### config.mk
export PLATFORM = sky130hd
export DESIGN_NAME = vram_arbiter
export DESIGN_NICKNAME = d
export VERILOG_FILES = /design/src/rtl/graphite_vram_pkg.sv /design/src/rtl/vram_rr_pick.sv /design/src/rtl/vram_arbiter.sv
export SDC_FILE = /design/constraint.sdc
export NUM_CORES = 1
export LEC_CHECK = 0
export CELL_PAD_IN_SITES_DETAIL_PLACEMENT = 0
export CELL_PAD_IN_SITES_GLOBAL_PLACEMENT = 1
export CORE_MARGIN = 2
export CORE_UTILIZATION = 32
export CTS_CLUSTER_DIAMETER = 30
export DETAILED_ROUTE_END_ITERATION = 10
export GPL_TIMING_DRIVEN = 0
export HOLD_SLACK_MARGIN = 0.03
export PLACE_DENSITY_LB_ADDON = 0.1
export SLEW_MARGIN = 10
export SYNTH_ARGS = -nofsm -noshare
export SYNTH_HDL_FRONTEND = slang
export SYNTH_SLANG_ARGS = --single-unit
### constraint.sdc
create_clock -name clk -period 2.1 [get_ports clk]
set_input_delay 0.42 -clock clk [delete_from_list [all_inputs] [get_ports clk]]
set_output_delay 0.42 -clock clk [all_outputs]
set_load 0.02 [all_outputs]
### src/rtl/graphite_vram_pkg.sv
// Shared types and constants for the graphite VRAM arbiter.
// Requester 0 is scan-out/host, requester 1 is the rasterizer.
package graphite_vram_pkg;

    typedef enum logic [1:0] {
        IDLE   = 2'd0,
        ACCESS = 2'd1,
        DONE   = 2'd2
    } vram_arb_state_t;

    localparam logic REQ_HOST = 1'b0;
    localparam logic REQ_GFX  = 1'b1;

    localparam int DEF_TIMEOUT = 255;

endpackage

### src/rtl/vram_rr_pick.sv
// Combinational two-way round-robin picker: a lone requester wins outright,
// a tie goes to the requester that was not granted last.
module vram_rr_pick
    import graphite_vram_pkg::*;
(
    input  logic [1:0] req,
    input  logic       last_grant,
    output logic       gnt,
    output logic       vld
);

    always_comb begin
        vld = |req;
        gnt = REQ_HOST;
        if (req == 2'b11) begin
            gnt = ~last_grant;
        end else if (req[1]) begin
            gnt = REQ_GFX;
        end
    end

endmodule

### src/rtl/vram_arbiter.sv
// Serialises host/scan-out and rasterizer accesses onto the single VRAM port
// with round-robin fairness, registered memory-side outputs and an ack timeout.
module vram_arbiter
    import graphite_vram_pkg::*;
#(
    parameter int ADDR_W  = 16,
    parameter int DATA_W  = 16,
    parameter int MASK_W  = 4,
    parameter int TIMEOUT = DEF_TIMEOUT
) (
    input  logic              clk,
    input  logic              reset_i,

    input  logic              m0_req_i,
    input  logic              m0_wr_i,
    input  logic [MASK_W-1:0] m0_mask_i,
    input  logic [ADDR_W-1:0] m0_addr_i,
    input  logic [DATA_W-1:0] m0_data_i,
    output logic              m0_ack_o,
    output logic              m0_err_o,
    output logic [DATA_W-1:0] m0_data_o,

    input  logic              m1_req_i,
    input  logic              m1_wr_i,
    input  logic [MASK_W-1:0] m1_mask_i,
    input  logic [ADDR_W-1:0] m1_addr_i,
    input  logic [DATA_W-1:0] m1_data_i,
    output logic              m1_ack_o,
    output logic              m1_err_o,
    output logic [DATA_W-1:0] m1_data_o,

    output logic              vram_sel_o,
    output logic              vram_wr_o,
    output logic [MASK_W-1:0] vram_mask_o,
    output logic [ADDR_W-1:0] vram_addr_o,
    output logic [DATA_W-1:0] vram_data_out_o,
    input  logic [DATA_W-1:0] vram_data_in_i,
    input  logic              vram_ack_i,

    output logic              busy_o
);

    localparam int               CNT_W    = $clog2(TIMEOUT);
    localparam logic [CNT_W-1:0] CNT_LAST = CNT_W'(TIMEOUT - 1);

    vram_arb_state_t   state;
    logic [CNT_W-1:0]  cnt;
    logic              last_grant;
    logic              grant;

    logic              pick_gnt;
    logic              pick_vld;
    logic              pick_wr;
    logic [MASK_W-1:0] pick_mask;
    logic [ADDR_W-1:0] pick_addr;
    logic [DATA_W-1:0] pick_data;

    logic              access_end;
    logic              access_err;
    logic [DATA_W-1:0] done_data;

    vram_rr_pick u_pick (
        .req        ({m1_req_i, m0_req_i}),
        .last_grant (last_grant),
        .gnt        (pick_gnt),
        .vld        (pick_vld)
    );

    always_comb begin
        pick_wr   = m0_wr_i;
        pick_mask = m0_mask_i;
        pick_addr = m0_addr_i;
        pick_data = m0_data_i;
        if (pick_gnt == REQ_GFX) begin
            pick_wr   = m1_wr_i;
            pick_mask = m1_mask_i;
            pick_addr = m1_addr_i;
            pick_data = m1_data_i;
        end
    end

    // An ack on the last counted cycle still wins over the abort.
    assign access_end = vram_ack_i || (cnt == CNT_LAST);
    assign access_err = ~vram_ack_i;
    assign done_data  = vram_ack_i ? vram_data_in_i : '0;

    always_ff @(posedge clk) begin
        if (reset_i) begin
            state           <= IDLE;
            cnt             <= '0;
            last_grant      <= REQ_GFX;
            grant           <= REQ_HOST;
            vram_sel_o      <= 1'b0;
            vram_wr_o       <= 1'b0;
            vram_mask_o     <= '0;
            vram_addr_o     <= '0;
            vram_data_out_o <= '0;
            m0_ack_o        <= 1'b0;
            m0_err_o        <= 1'b0;
            m0_data_o       <= '0;
            m1_ack_o        <= 1'b0;
            m1_err_o        <= 1'b0;
            m1_data_o       <= '0;
            busy_o          <= 1'b0;
        end else begin
            case (state)
                IDLE: begin
                    if (pick_vld) begin
                        grant           <= pick_gnt;
                        last_grant      <= pick_gnt;
                        vram_sel_o      <= 1'b1;
                        vram_wr_o       <= pick_wr;
                        vram_mask_o     <= pick_mask;
                        vram_addr_o     <= pick_addr;
                        vram_data_out_o <= pick_data;
                        cnt             <= '0;
                        busy_o          <= 1'b1;
                        state           <= ACCESS;
                    end
                end

                ACCESS: begin
                    if (access_end) begin
                        vram_sel_o <= 1'b0;
                        state      <= DONE;
                        if (grant == REQ_GFX) begin
                            m1_ack_o  <= 1'b1;
                            m1_err_o  <= access_err;
                            m1_data_o <= done_data;
                        end else begin
                            m0_ack_o  <= 1'b1;
                            m0_err_o  <= access_err;
                            m0_data_o <= done_data;
                        end
                    end else begin
                        cnt <= cnt + CNT_W'(1);
                    end
                end

                // Requests are not looked at here, so a req still high from
                // before the ack pulse cannot win a second grant.
                DONE: begin
                    m0_ack_o  <= 1'b0;
                    m0_err_o  <= 1'b0;
                    m0_data_o <= '0;
                    m1_ack_o  <= 1'b0;
                    m1_err_o  <= 1'b0;
                    m1_data_o <= '0;
                    busy_o    <= 1'b0;
                    state     <= IDLE;
                end

                default: begin
                    state <= IDLE;
                end
            endcase
        end
    end

endmodule
==> flow_metrics.py <==
metrics = {
    "power_and_ir_drop": {
        "swShare_pct": 29.0,
        "switchingPower_w": 0.00131,
        "p_clk_share_pct": 34.2,
        "power_density_mw_per_mm2": 717,
        "power.total_w": 0.00451,
        "p_comb_share_pct": 25.2,
        "leakage_nw": 2.15,
        "seqPwrFrac_pct": 40.6,
        "intPower_w": 0.00320,
        "ir_drop_mv": 0.557,
    },
    "logic_synthesis": {
        "synth.yosys.warnings": 0,
        "synth_cell_type_count": 41,
        "ys_seq_area_share_pct": 42.6,
        "ys_ff_latch": 87,
        "syn_area_mm2": 0.00409,
        "syn_avg_cell_area_um2": 10.0,
        "synth_nets": 505,
        "syn_inst": 408,
    },
    "cts": {
        "cts.htree.levels": 3,
        "ctsHoldBuffers": 0,
        "cts_setup_buffers": 0,
        "cts_max_path_buffers": 2,
        "path_clk_slew_ns": 0.06,
        "cts_resized": 0,
        "clockRootBuffer": "clkbuf_16",
        "clk_latency_ns": 0.35,
        "cts_inserted_buffers": 9,
        "cts_tree": "done",
        "cts_sinks": 87,
    },
    "global_routing": {
        "grt_pass1_wl_um": 19500,
        "grt_antenna_before_repair": 0,
        "grt_pass1_vias": 3821,
        "grt_usage_pct": 18.8,
        "grt_max_degree": 15,
        "grt_overflow": 0,
    },
    "floorplanning": {
        "core-area_mm2": 0.0126,
        "die_height_um": 117,
        "io_pins": 170,
        "fp-row-count": 41,
        "die_w_um": 117,
        "initial_core_util_pct": 32.5,
        "fp.dieArea_mm2": 0.0137,
    },
    "sta": {
        "rsz0062_at_grt": "false",
        "fmax_mhz": 523,
        "hold_violations": 0,
        "fin_crit_ns": 1.91,
        "finalSetupViolations": 0,
        "period_share_pct": 91.0,
        "setup_tns_ns": 0,
        "fin_skew_ns": 0.00565,
        "slew_viol_final": 0,
        "finalWorstSetupSlack_ns": 0.188,
        "max_slew_margin_pct": 47.0,
        "tightest_slew_ns": 0.796,
    },
    "cells_and_area": {
        "final_core_util_pct": 50.0,
        "final_nets": 685,
        "nFillCells": 1192,
        "final_common_cell": "clkdlybuf4s50_1",
        "stdcell_count": 765,
        "insertedDiodeCount": 0,
        "final_layout_size_suffix_gt1_share_pct": 14.8,
        "syn_to_final_growth_pct": 53.6,
        "mostFrequentLayoutCells": "clkdlybuf4s50_1, dfxtp_1, a21oi_1",
    },
    "worst_setup_path": {
        "critical_path.cell_chain": "clkdlybuf4s50_1 -> clkbuf_1 -> clkbuf_1 -> a31oi_1",
        "crit_path_max_fanout": 10,
        "crit_arrival_ns": 2.10,
        "r2r_cells": 4,
        "setup.worst_path.end_class": "flop",
        "crit_top_cell": "clkbuf_1",
        "slowest_delay_ns": 0.66,
        "r2r-start": "state[1]$_SDFFE_PP0P_",
        "crit_required_ns": 2.29,
        "critical_path_class": "primary input to flop",
        "slowest_stage": "clkbuf_1",
        "ff2ff_setup_slack_ns": 0.39,
        "cp-start-kind": "primary input",
        "reg2reg_to": "m1_data_o[11]$_SDFFE_PP0P_",
    },
    "route": {
        "drt-met1-wl_um": 5380,
        "ant_nets": 0,
        "drtIter0Drc": 160,
        "first_pass_iters": 4,
        "wire_per_inst_um": 16.1,
        "topRoutingLayerUsed": "met4",
        "num_vias": 3798,
        "met3_length_um": 837,
        "routed_wl_um": 12300,
        "drc": 0,
        "viasPerCell": 4.96,
        "met2_wirelength_um": 5870,
    },
    "placement": {
        "dp.cells": 749,
        "dpl.hpwl_um": 9290,
        "portBuffers": 169,
        "routabilityCongestion": 0.751,
        "dpl_worst_slack_ns": -0.176,
    },
    "flow_run": {
        "drv_cap": 0,
    },
    "min_path": {
        "min_path_type": "flop to flop",
        "whs_path_depth": 2,
        "hp-start": "busy_o$_SDFFE_PP0P_",
        "worstHoldEndpoint": "busy_o$_SDFFE_PP0P_",
    },
    "status": {
        "outcome": "finished clean",
    },
}
-- synthesized netlist by cell type (all sizes together) --
cell type	count	area (um^2)
a211oi	53	513
a21boi	1	11.3
a21oi	54	270
a22oi	1	7.51
a311oi	16	228
a31oi	7	43.8
a32o	2	20.0
and2	2	15.0
and3	4	25.0
buf	28	278
clkbuf	11	41.3
dfxtp	87	1740
ha	2	25.0
inv	4	15.0
mux2i	37	370
nand2	20	75.1
nand2b	3	18.8
nand3	12	65.1
nand3b	2	15.0
nand4	2	12.5
nor2	40	150
nor2b	1	13.8
nor3	2	10.0
nor3b	1	12.5
o211ai	3	22.5
o21a	1	8.76
o21ai	4	23.8
o21bai	1	11.3
or2	2	12.5
or3	3	18.8
or4	2	15.0
-- worst max-delay path by stage --
stage / start / end / depth (start not counted)
after floorplan: cnt[0]$_SDFFE_PP0P_ / m1_data_o[10]$_SDFFE_PP0P_ / 8
after global placement: reset_i / cnt[7]$_SDFFE_PP0P_ / 4
after detailed placement: reset_i / cnt[7]$_SDFFE_PP0P_ / 4
after CTS: reset_i / cnt[7]$_SDFFE_PP0P_ / 4
after global routing: reset_i / m1_data_o[10]$_SDFFE_PP0P_ / 5
final: reset_i / cnt[7]$_SDFFE_PP0P_ / 4
-- flip-flops by register name, indices dropped and copies added (netlist names) --
signal,count
grant,1
vram_mask_o,4
m1_err_o,1
vram_wr_o,1
cnt,8
vram_sel_o,1
m0_ack_o,1
m1_ack_o,1
state,2
last_grant,1
vram_addr_o,16
m0_err_o,1
m0_data_o,16
vram_data_out_o,16
busy_o,1
m1_data_o,16
-- through the flow --
step,instance area [um^2],hold WS (ns)
floorplan,4090,0.479
global placement,6000,0.455
detailed placement,6000,0.451
CTS,6280,0.464
global route,6280,0.494
finish,6280,0.459
-- power by group through the flow --
stage / sequential (W) / clock (W) / combinational, W
after floorplan: 0.00199 / 0 / 0.000477
after global placement: 0.00186 / 0 / 0.00113
after detailed placement: 0.00186 / 0 / 0.00115
after CTS: 0.00183 / 0.00159 / 0.00115
after global routing: 0.00184 / 0.00165 / 0.00122
final: 0.00183 / 0.00154 / 0.00114
-- worst max-delay path, delay by kind of cell --
| kind | cells | cell delay (ns) |
|---|---|---|
| buffers and inverters | 3 | 1.59 |
| AOI/OAI and AO/OA | 1 | 0.09 |
-- metal layers --
metal | up-vias | track usage, %
met5 | - | 0
met1 | 1788 | 23.1
met4 | 0 | 6.75
met3 | 18 | 5.25
met2 | 116 | 31.5
li1 | 1876 | -
-- cell families after synthesis --
logic type	share of synthesized area (%)
adders and majority gates	0.612
muxes	9.05
AOI/OAI and AO/OA	28.4
buffers and inverters	8.17
DFF	42.6
and+or+nand+nor	11.2
-- layout make-up --
type / instances / area [um^2] / share of cell area, %
Timing Repair Buffer: 169 / 1690 / 26.9
Clock buffer: 12 / 256 / 4.08
Inverter: 4 / 15.0 / 0.239
Tap cell: 172 / 215 / 3.42
Buffer: 39 / 319 / 5.08
Clock inverter: 4 / 30.0 / 0.478
Multi-Input combinational cell: 278 / 2010 / 32.1
Sequential cell: 87 / 1740 / 27.7
(Power assumes the default switching activity.)
